**src/rtl/instr_fetch.sv**
```systemverilog
// Instruction fetch unit: drives one outstanding request to instruction memory,
// holds the returned word until decode accepts it, and redirects on taken branches.
module instr_fetch #(
  parameter logic [31:0] RESET_PC = 32'h0000_0000
) (
  input  logic        clk,
  input  logic        rst_n,
  output logic        imem_req,
  output logic [31:0] imem_addr,
  input  logic [31:0] imem_rdata,
  input  logic        imem_ack,
  input  logic        stall,
  input  logic        branch_taken,
  input  logic [31:0] branch_target,
  output logic [31:0] instr,
  output logic [5:0]  opcode,
  output logic [31:0] instr_pc,
  output logic [31:0] pc_plus4,
  output logic        instr_valid,
  output logic [1:0]  fsm_state
);

  localparam logic [1:0] IDLE  = 2'd0;
  localparam logic [1:0] FETCH = 2'd1;
  localparam logic [1:0] HOLD  = 2'd2;

  localparam logic [31:0] RESET_PC_ALIGNED = {RESET_PC[31:2], 2'b00};

  logic [1:0]  state;
  logic [31:0] pc;
  logic [31:0] ir;

  // Handshake: a fetch completes in any cycle where imem_req=1 and imem_ack=1;
  // imem_addr is held stable until then. The held instruction is consumed in
  // any HOLD cycle with stall=0. branch_taken beats both and drops any data.
  always_ff @(posedge clk or negedge rst_n) begin
    if (!rst_n) begin
      state       <= IDLE;
      pc          <= RESET_PC_ALIGNED;
      ir          <= 32'h0000_0000;
      instr_pc    <= RESET_PC_ALIGNED;
      instr_valid <= 1'b0;
    end else if (branch_taken) begin
      pc          <= {branch_target[31:2], 2'b00};
      instr_valid <= 1'b0;
      state       <= FETCH;
    end else begin
      case (state)
        IDLE: state <= FETCH;
        FETCH: begin
          if (imem_ack) begin
            ir          <= imem_rdata;
            instr_pc    <= pc;
            pc          <= pc + 32'd4;
            instr_valid <= 1'b1;
            state       <= HOLD;
          end
        end
        HOLD: begin
          if (!stall) begin
            instr_valid <= 1'b0;
            state       <= FETCH;
          end
        end
        default: state <= IDLE;
      endcase
    end
  end

  // Moore outputs only: request depends on state, never on ack or branch.
  assign imem_req  = (state == FETCH);
  assign imem_addr = {pc[31:2], 2'b00};
  assign instr     = instr_valid ? ir : 32'h0000_0000;
  assign opcode    = instr[31:26];
  assign pc_plus4  = instr_pc + 32'd4;
  assign fsm_state = state;

endmodule

```
**config.mk**
```make
export PLATFORM = sky130hd
export DESIGN_NAME = instr_fetch
export DESIGN_NICKNAME = d
export VERILOG_FILES = /design/src/rtl/instr_fetch.sv
export SDC_FILE = /design/constraint.sdc
export NUM_CORES = 1
export LEC_CHECK = 0
export ABC_AREA = 1
export CAP_MARGIN = 20
export CORE_MARGIN = 2
export CORE_UTILIZATION = 49
export CTS_CLUSTER_DIAMETER = 120
export DETAILED_ROUTE_END_ITERATION = 10
export HOLD_SLACK_MARGIN = 0.08
export PLACE_DENSITY = 0.85
export SYNTH_ARGS = -nofsm -noshare
export SYNTH_HDL_FRONTEND = slang
export SYNTH_SLANG_ARGS = --single-unit
export TNS_END_PERCENT = 5
```
**constraint.sdc**
```tcl
create_clock -name clk -period 4.82 [get_ports clk]
set_clock_uncertainty 0.2 [all_clocks]
set_input_delay 0.723 -clock clk [delete_from_list [all_inputs] [get_ports clk]]
set_output_delay 0.723 -clock clk [all_outputs]
set_load 0.03 [all_outputs]
```
== Yosys cells after proc, flatten, opt, wreduce, memory -nomap -nowiden ==
Index checks and enable logic that the tools add are counted.
Cells by class
  add/subtract/negate cells: 2
  eq/ne operators: 4
  mux-type cells: 12
  bitwise logic cells: 1
  reduce and logical (&&, ||, !) cells: 8
Operators with widths (number)
  $mux 32: 4
  $add 32x3->32 const B: 2
  $mux 2: 3
  $pmux 2 s3: 1
  $reduce_and 3->1: 2
  $reduce_and 2->1: 2
  $reduce_bool 2->1: 2
  $mux 1: 3
  $ne 3x1->1 const B: 1
  $ne 3x3->1 const B: 1
  $reduce_bool 3->1: 1
  $eq 2x1->1 const B: 1
  $eq 2x2->1 const B: 1
  $logic_not 2->1: 1
  $pmux 1 s2: 1
  $not 1->1: 1
Word-level totals
  register bits after elaboration: 99
  input bits: 69
  output and inout port bits: 138

== Logic depth before layout (Yosys ltp) ==
Gate-level depths: netlist of run 1.
  word-level depth: 4
  depth in mapped cells: 10
  gate-level depth less buffers: 10

== Worst setup path before layout of run 1 ==
No wires, ideal clock.
  kind: register -> output
  start: reg instr_pc[3]
  end: out pc_plus4[14]
  data arrival time: 1.832 ns
  data required time: 3.897 ns
  slack: 2.065 ns
  stages on the path, launching flop included: 7
  buffers on the path: 0
  cells stage by stage: dfrtp_1 > ha_1 > inv_1 > nor3_2 > inv_1 > nor2_1 > xor2_1
Between the ends
  word-level cells in the longest chain between the ends: 1
Ends and longest elaborated chain
  start: declaration: RTL line 17  | output logic [31:0] instr_pc,
  start signal: assignment: RTL line 53  | instr_pc <= pc;
  $add 32x3->32: RTL line 75  | assign pc_plus4 = instr_pc + 32'd4;
  end: declaration: RTL line 18  | output logic [31:0] pc_plus4,
Every way passes these cells.

== Worst setup path after layout of run 1 ==
  start: reg instr_pc[2]
  end: out pc_plus4[14]
The elaborated chain is that of the path after synthesis.

==> results.md, run 1 <==
* Status: finished, final reports clean
* Layout cells sized above 1 at 0.0470
* Critical-path top delay cell: clkdlybuf4s50_1
* Multi-input logic area at 0.00282 mm2
* Worst EP required at 3900 ps
* Sum Neg Setup Slack at 0 ps
* FF/Latch Area at around 0.0024 mm2
* DRC Markers at 0
* Worst-Skew Late Latency at ~350 ps
* Via/cell ratio at 5.08
* Clock buffer depth at 2
* WS Path Type: flip-flop to output pin
* Number of buffers created by CTS at 9
* Cell Rows at 39
* Mean Syn Cell Area at roughly 6.9 um2
* Max-slew headroom at 0.300
* CP Capture Type: output pin
* CTS tree: built
* Tot GR Track Use at 0.270
* Vias in the first global route at roughly 5.5k
* Die area at about 0.013 mm2
* CTS Root Cell: clkbuf_16
* Antenna diodes at 0
* PortBufs at around 200
* Total gr overflow at 0
* Hold WC Path Type: input pin to async pin
* Global-route wire length before repair at between 20000 and 30000 um
* Worst vdd ir at 0.250 mV
* Io pins at a little over 200
* Starting Density at 0.502
* Synthesis-stage register bit count at 95
* Critical path fanouts, max at 4
* Mapped Area at roughly 0.0058 mm2
* Most common cell after layout, fill and taps aside: nand2_1
* Top cell type's share of synthesized area at 0.413
* Detailed placement HPWL at roughly 13000 um
* CP most frequent cell: inv_1
* Register area share after synthesis at 0.413
* Critical path's top delay family: buffers and inverters
* Cts hold-fix bufs at 0
* Post-cts resize count at 0
* PD cells at around 400 mW/mm2
* Placeable Area at between 0.01 and 0.015 mm2
* Final period util at 0.739
* Critical Path, Cell by Cell: ha_1, inv_1, nor3_2, inv_1, nor2_1, xor2_1, clkdlybuf4s50_1
* DRT Wirelength at around 17000 um
* Synth Instances at ~840
* Fillcell total at 932
* Largest cells by area after synthesis: dfrtp_1, nand2_1, inv_1
* Synth warnings at 0
* Clock-pin slew on the worst setup and hold paths at around 70 ps
* Initial antenna violation count at 0
* DRT iter0 DRCs at 517
* Final min period at around 3600 ps
* CTS H-tree depth at 3
* Crit path DAT at roughly 2600 ps
* Final Wtd Congestion at between 0.9 and 1
* Via count at 5924
* Fmax at between 0.2 and 0.3 GHz
* DIE WIDTH at 112 um
* Chip height at ~110 um
* Post-synth EDFFs at 0
* Share of flip-flops with an asynchronous set or reset at 1.00
* Worst-margin pin slew at 1050 ps
* Setup Viol. Count Final at 0
* Pin count of the biggest net entering global routing at 63
* Unique cell type count in the Yosys netlist at 36
* Fin worst setup slack at 1260 ps
* DRT antenna net count at 0
* Max Cap Violations at 0
* Layout net count at about 1.1k
* Worst path max stage delay at 690 ps
* Top_reg_cell synth: dfrtp_1
* Buf/Inv on CP at 3
* CP Launch Type: flip-flop
* Routed length per instance at approximately 15 um
* Lkg Pwr at approximately 4 nW
* RSZ-0062 raised after global routing: no
* Clk sinks at between 90 and 100
* Area Growth Syn to Fin at 39.7%
* Setup bufs post-CTS at 0
* Post-Place Worst Slack at 1650 ps
* Highest-count cells in the layout ignoring fill and taps: nand2_1, clkdlybuf4s50_1, dfrtp_1
* Drt first pass iters at 5
* Final slew viol count at 0
* Fin. Hold Viols at 0
* Yosys top cell by area: dfrtp_1
layout make-up:
class	instances	area share
well taps	143	0.0222
clock inverters	5	0.0101
multi-input cells	618	0.351
clock buffers	10	0.0285
flip-flops and latches	95	0.295
inverters	92	0.0429
repair buffers	202	0.250
sequential cells by signal (all words and copies together) (netlist names):
register and count:
fsm_state 2, instr_pc 30, instr_valid 1, ir 32
pc 30
routing by layer:
metal / global-route usage / wire [um]
met5: 0 / 0
met1: 0.376 / 7300
met4: 0.0748 / 294
met3: 0.0443 / 1300
met2: 0.441 / 8220
power breakdown:
group | internal, mW | switching, mW
Combinational | 0.520 | 0.785
Sequential | 0.954 | 0.212
Clock | 0.453 | 0.305
worst paths after layout:
check	startpoint	endpoint	slack (ps)	cells after the start
max in group asynchronous	rst_n	pc[17]$_DFFE_PN0P_	3210	2
worst max-delay path	instr_pc[2]$_DFFE_PN0P_	pc_plus4[14]	1260	7
worst max register to register	fsm_state[0]$_DFFE_PN0P_	instr_pc[20]$_DFFE_PN0P_	2580	7
min in group clk	ir[7]$_DFFE_PN0P_	ir[7]$_DFFE_PN0P_	270	2
worst min-delay path	rst_n	pc[29]$_DFFE_PN0P_	260	1
worst min register to register	ir[7]$_DFFE_PN0P_	ir[7]$_DFFE_PN0P_	270	2
through the flow:
stage	hold slack, ps	total power, mW	cell area (um2)	instances	util
floorplan	227	1.89	5780	843	-
global placement	253	2.46	7730	1150	0.675
detailed placement	258	2.48	7730	1150	0.675
CTS	275	3.24	8050	1165	0.702
global route	289	3.39	8050	1165	0.702
finish	260	3.23	8050	1165	0.702
cell usage after synthesis (7+ instances only):
cell / instances
nand3_1: 54
nand4_1: 7
o21ai_0: 29
inv_1: 86
dfrtp_1: 95
xor2_1: 21
buf_2: 15
nand2_1: 346
clkbuf_1: 7
nor2_1: 83
nor3_1: 14
buf_4: 13
cells by family after synthesis:
logic type / count (synthesis) / synth area share
AOI/OAI and AO/OA: 50 / 0.0493
xor gates and xnor gates: 27 / 0.0411
adders and majority gates: 2 / 0.00434
other: 1 / 0.000651
and+or+nand+nor: 533 / 0.392
DFF: 95 / 0.413
buffers and inverters: 130 / 0.100
Power figures use the tool's default switching activity.
==> run 2: changes to the inputs <==
CORE_UTILIZATION = 41   (was 49)
PLACE_DENSITY = 0.75   (was 0.85)
clock period = 3.14 ns   (was 4.82 ns; I/O delays follow)
==> run 2 against run 1 <==
Compared with the run above: sequential share of layout area down 0.51 points; first-iteration DRC count down 28%; utilization down 11 points; total power up 49%; count of clock-buffer cells in the layout unchanged; setup slack worse by 1100 ps; critical path depth unchanged; critical path type unchanged.
==> results.md, run 2 (synthesized netlist as in run 1, its figures left out) <==
* Status: finished, final reports clean
* Clock-pin slew on the worst setup and hold paths at 70 ps (about the same)
* DRC Markers at 0 (unchanged)
* Fin. Hold Viols at 0 (unchanged)
* Total gr overflow at 0 (unchanged)
* Drt first pass iters at 7 (+2)
* Critical-path top delay cell: clkdlybuf4s50_1
* Antenna diodes at 0 (unchanged)
* Crit path DAT at 2360 ps (-280 ps)
* Fillcell total at 1285 (+38%)
* Post-Place Worst Slack at 242 ps (-1410 ps)
* Initial antenna violation count at 0 (unchanged)
* Critical path fanouts, max at 5 (+1)
* Layout cells sized above 1 at 0.0563 (+0.00934)
* Final period util at 0.965
* PortBufs at 198 (unchanged)
* Highest-count cells in the layout ignoring fill and taps: nand2_1, clkdlybuf4s50_1, dfrtp_1
* WS Path Type: flip-flop to output pin
* CP most frequent cell: nand2_1
* Die area at 0.0150 mm2 (+19%)
* RSZ-0062 raised after global routing: yes
* Buf/Inv on CP at 2 (-1)
* Final slew viol count at 0 (unchanged)
* FF/Latch Area at 0.00238 mm2 (unchanged)
* Clock buffer depth at 2 (unchanged)
* Vias in the first global route at 5435 (-0.71%)
* Final core occ at 0.592 (-0.109)
* Critical path's top delay family: buffers and inverters
* DIE WIDTH at 123 um (+9.0%)
* Post-Route M1 WL at 7800 um (+6.8%)
* Multi-input logic area at 0.00283 mm2 (+0.27%)
* Io pins at 207 (unchanged)
* Setup Viol. Count Final at 0 (unchanged)
* Biggest regs: ir (32), instr_pc (30), pc (30)
* Worst vdd ir at 0.267 mV (+7.0%)
* Area Growth Syn to Fin at 42.1%
* Clk sinks at 95 (unchanged)
* Worst-margin pin slew at 604 ps (-446 ps)
* DRT iter0 DRCs at 372 (-28%)
* Highest metal used: met4
* Placeable Area at 0.0138 mm2 (+21%)
* Worst-Skew Late Latency at 350 ps (about the same)
* Sum Neg Setup Slack at 0 ps (unchanged)
* Global-route wire length before repair at 27600 um (+1.0%)
* Lkg Pwr at 4.12 nW (+5.5%)
* Max FFs per register at 32 (unchanged)
* Final Wtd Congestion at 0.918 (+0.35%)
* Via count at 5876 (-0.81%)
* Most common cell after layout, fill and taps aside: nand2_1
* DRT antenna net count at 0 (unchanged)
* Final min period at between 3000 and 4000 ps
* Setup bufs post-CTS at 0 (unchanged)
* Placed Cells incl. Taps at 1193 (+3.7%)
* Layout Cells excl Fill at 1210 (+3.9%)
* CP Capture Type: output pin
* Hold WC Path Type: flip-flop to flip-flop
* Worst EP required at 2470 ps (-1430 ps)
* Tot Pwr at 4.82 mW (+49%)
* Layout net count at 1096 (+0.64%)
* Tot GR Track Use at 0.238 (-0.0328)
* DR WL met2 at 8140 um (-0.93%)
* CP Launch Type: flip-flop
* Number of buffers created by CTS at 9 (unchanged)
* Chip height at 123 um (+9.0%)
* Worst path max stage delay at 670 ps (-20 ps)
* Critical Path, Cell by Cell: nand2_1, inv_1, nand3_1, nor3_1, nand3b_1, nand2_1, clkdlybuf4s50_1
* Via/cell ratio at 4.86 (-4.5%)
* Fin worst setup slack at 109 ps (-1150 ps)
* DR WL met3 at 1110 um (-14%)
* Pin count of the biggest net entering global routing at 57 (-9.5%)
* CTS H-tree depth at 3 (unchanged)
* Largest register by flop count: ir
* Fmax at between 0.3 and 0.4 GHz
* CTS tree: built
* Starting Density at 0.417 (-0.0857)
* Max-slew headroom at 0.597 (+0.297)
* Max Cap Violations at 0 (unchanged)
* Cell Rows at 43 (+10%)
* Routed length per instance at 14.4 um (-1.7%)
* Detailed placement HPWL at 13300 um (+5.0%)
* CTS Root Cell: clkbuf_16
* DRT Wirelength at 17500 um (+2.1%)
* PD cells at 589 mW/mm2 (+47%)
[run 2: changes by cell type in the layout (fill, tap and decap cells not counted), moves of 2 or more]
cell             change
bufinv_16            -2
dlymetal6s2s_1      +13
buf_4                +3
clkinv_4             +2
dlygate4sd2_1        +7
buf_12               +3
clkdlybuf4s50_1     -20
[run 2: area by class of cell]
cell class | count | share of cell area
multi-input combinational | 618 | 0.346
sequential | 95 | 0.290
timing repair buffer | 209 | 0.260
inverter | 92 | 0.0422
clock buffer | 10 | 0.0292
tap | 180 | 0.0275
clock inverter | 6 | 0.00535
[run 2: report_power, final]
part           switching [mW]  total (mW)  internal, mW  leakage (nW)
Clock                   0.482        1.04         0.561         0.139
Sequential              0.312        1.78          1.46          1.17
Combinational            1.22        2.00         0.786          2.82
[run 2: tightest hold or removal path, cell delays in order (launching register included)]
cell	delay, ps
dfrtp_1	340
nand2_1	50
nand2_1	50
[run 2: path summary, 6_finish.rpt]
kind                                          start                 end  slack [ps]  cells after the start
min                               ir[1]$_DFFE_PN0P_   ir[1]$_DFFE_PN0P_         270                      2
max reg2reg                fsm_state[1]$_DFFE_PN0P_   pc[7]$_DFFE_PN0P_        1100                     10
min in group asynchronous                     rst_n  pc[29]$_DFFE_PN0P_         460                      2
min reg2reg                       ir[1]$_DFFE_PN0P_   ir[1]$_DFFE_PN0P_         270                      2
max in group asynchronous                     rst_n  pc[23]$_DFFE_PN0P_        1660                      3
max                        instr_pc[21]$_DFFE_PN0P_        pc_plus4[24]         110                      7
[run 2: through the flow]
step,cell area [um2],hold slack [ps]
after global placement,7860,253
after CTS,8150,275
after global routing,8190,288
after floorplan,5780,-24.6
final,8190,271
after detailed placement,7860,259
[run 2: metal layers]
layer | track usage | up-vias
met5 | 0 | -
met2 | 0.367 | 201
met3 | 0.0423 | 28
met1 | 0.332 | 2694
met4 | 0.0927 | 0
li1 | - | 2953
[run 2: repair_timing]
item | CTS | global route
gates cloned | 0 | 0
endpoints found under the hold margin | 42 | 0
endpoints found under the setup margin | 8 | 14
hold buffers | 1 | 0
resized for setup | 8 | 14
==> run 3: changes to the inputs <==
CELL_PAD_IN_SITES_DETAIL_PLACEMENT = 1   (was not set)
CELL_PAD_IN_SITES_GLOBAL_PLACEMENT = 1   (was not set)
CORE_UTILIZATION = 28   (was 41)
SLEW_MARGIN = 0   (was not set)
==> run 3 against run 2 <==
Compared with the run above: global-route usage decreased by 4.5 points; setup slack improved by 48 ps; critical endpoint is now pc_plus4[11]; total power increased by 2.3%; largest cell class unchanged; clock power increased by 6%; via count increased by 2.3%; cell count increased by 7.3%.
==> results.md, run 3 (synthesized netlist as in run 1, its figures left out) <==
* Via count at 6012 (+2.3%)
* Total gr overflow at 0 (unchanged)
* Drt first pass iters at 5 (-2)
* Starting Density at 0.285 (-0.132)
* Critical-path top delay cell: clkdlybuf4s50_1
* Chip height at 147 um (+20%)
* Via/cell ratio at 4.63 (-4.6%)
* Critical path fanouts, max at 5 (unchanged)
* Final period util at 0.950 (-0.0154)
* CTS tree: built
* Layout cells sized above 1 at 0.0516 (-0.00475)
* Final Wtd Congestion at 0.848 (-7.6%)
* Worst-Skew Late Latency at 350 ps (about the same)
* Worst vdd ir at 0.236 mV (-11%)
* Crit path DAT at 2310 ps (-50 ps)
* Worst-margin pin slew at 639 ps (+35.1 ps)
* Final min period at 2980 ps (-48.4 ps)
* Buf/Inv on CP at 1 (-1)
* Worst path max stage delay at 680 ps (about the same)
* Setup Viol. Count Final at 0 (unchanged)
* CP Capture Type: output pin
* Sum Neg Setup Slack at 0 ps (unchanged)
* DRT iter0 DRCs at 264 (-29%)
* Largest register by flop count: ir
* Worst EP required at 2470 ps (about the same)
* Detailed placement HPWL at 16000 um (+20%)
* PD cells at 594 mW/mm2 (+0.88%)
* RSZ-0062 raised after global routing: no
* Max-slew headroom at 0.574 (-0.0234)
* Final slew viol count at 0 (unchanged)
* Final core occ at 0.410 (-0.182)
* Fin. Hold Viols at 0 (unchanged)
* Die area at 0.0217 mm2 (+45%)
* PortBufs at 198 (unchanged)
* DRT antenna net count at 0 (unchanged)
* Max FFs per register at 32 (unchanged)
* Vias in the first global route at 5921 (+8.9%)
* Tot GR Track Use at 0.193 (-0.0450)
* DRC Markers at 0 (unchanged)
* Critical path's top delay family: buffers and inverters
* Status: finished, final reports clean
* Number of buffers created by CTS at 9 (unchanged)
* R2R setup slack at 1040 ps (-60 ps)
* Placeable Area at 0.0202 mm2 (+46%)
* Routed length per instance at 16.1 um (+11%)
* Pin count of the biggest net entering global routing at 61 (+7.0%)
* Lkg Pwr at 4.10 nW (-0.49%)
* Clock-pin slew on the worst setup and hold paths at 70 ps (about the same)
* Antenna diodes at 0 (unchanged)
* Max Cap Violations at 0 (unchanged)
* Most common cell after layout, fill and taps aside: nand2_1
* Cell Rows at 52 (+21%)
* Fmax at 0.335 GHz (+1.6%)
* Initial antenna violation count at 0 (unchanged)
* Hold WC Path Type: flip-flop to flip-flop
* CP Launch Type: flip-flop
* Final hold slack at 271 ps (+0.0990 ps)
* CTS Root Cell: clkbuf_16
* WS Path Type: flip-flop to output pin
* DIE WIDTH at 147 um (+20%)
* Clock buffer depth at 2 (unchanged)
* Layout net count at 1095 (-0.091%)
* Highest-count cells in the layout ignoring fill and taps: nand2_1, clkdlybuf4s50_1, dfrtp_1
* CTS H-tree depth at 3 (unchanged)
* DRT Wirelength at 20900 um (+20%)
* CP most frequent cell: nand2_1
* Global-route wire length before repair at 32900 um (+19%)
* Area Growth Syn to Fin at 44.2%
* Io pins at 207 (unchanged)
* Biggest regs: ir (32), instr_pc (30), pc (30)
* Critical Path, Cell by Cell: nand2_1, nor2_1, nand2_1, nor2_2, xor2_1, clkdlybuf4s50_1
* Clk sinks at 95 (unchanged)
## run 3: cell count changes in the layout (fill, tap and decap cells not counted), moves of 2 or more
cell	before	now
buf_4	8	6
clkinv_2	2	0
clkbuf_1	0	3
clkinv_4	2	0
## run 3: power breakdown
group          switching (mW)  total [mW]  leakage, nW  internal, mW
registers               0.314        1.78         1.17          1.46
logic                    1.26        2.06         2.81         0.791
clock network           0.488        1.10        0.129         0.615
## run 3: area by class of cell
| cell class | count | area [um2] |
|---|---|---|
| Fill cell | 2558 | 11900 |
| Multi-Input combinational cell | 618 | 2840 |
| Sequential cell | 95 | 2380 |
| Timing Repair Buffer | 208 | 2130 |
| Inverter | 92 | 345 |
| Tap cell | 270 | 338 |
| Clock buffer | 12 | 236 |
| Clock inverter | 3 | 45.0 |
## run 3: timing repair
item / in CTS / in global routing
resized for setup: 9 / 14
setup endpoints to repair: 9 / 13
hold endpoints to repair: 35 / 0
setup buffers: 0 / 0
hold buffers: 1 / 0
## run 3: worst reg2reg max path: cells and delay by family, from the launching register on
kind / cells / cell delay, ps
flip-flops: 1 / 380
AND/OR/NAND/NOR: 6 / 590
buffers and inverters: 4 / 880
## run 3: layer usage
layer	up-vias	track usage	wire length [um]
met5	-	0	0
li1	2935	-	-
met2	148	0.303	9820
met4	0	0.0625	433
met1	2905	0.273	9760
met3	24	0.0293	877
## run 3: per-stage QoR
step	std cells	total power [mW]	area [um2]	setup WS (ps)
final	1298	4.94	8310	157
after global routing	1298	5.22	8310	2.59
after CTS	1298	5.00	8270	0.691
after detailed placement	1282	3.89	7980	256
after global placement	1282	3.85	7980	255
after floorplan	843	2.90	5780	637
## run 3: path summary, 6_finish.rpt
kind / cells past startpoint / endpoint / startpoint
max reg2reg: 10 / pc[23]$_DFFE_PN0P_ / fsm_state[1]$_DFFE_PN0P_
min in group asynchronous: 2 / ir[7]$_DFFE_PN0P_ / rst_n
max in group asynchronous: 3 / pc[31]$_DFFE_PN0P_ / rst_n
min: 2 / ir[29]$_DFFE_PN0P_ / ir[29]$_DFFE_PN0P_
max: 6 / pc_plus4[11] / instr_pc[7]$_DFFE_PN0P_
min reg2reg: 2 / ir[29]$_DFFE_PN0P_ / ir[29]$_DFFE_PN0P_
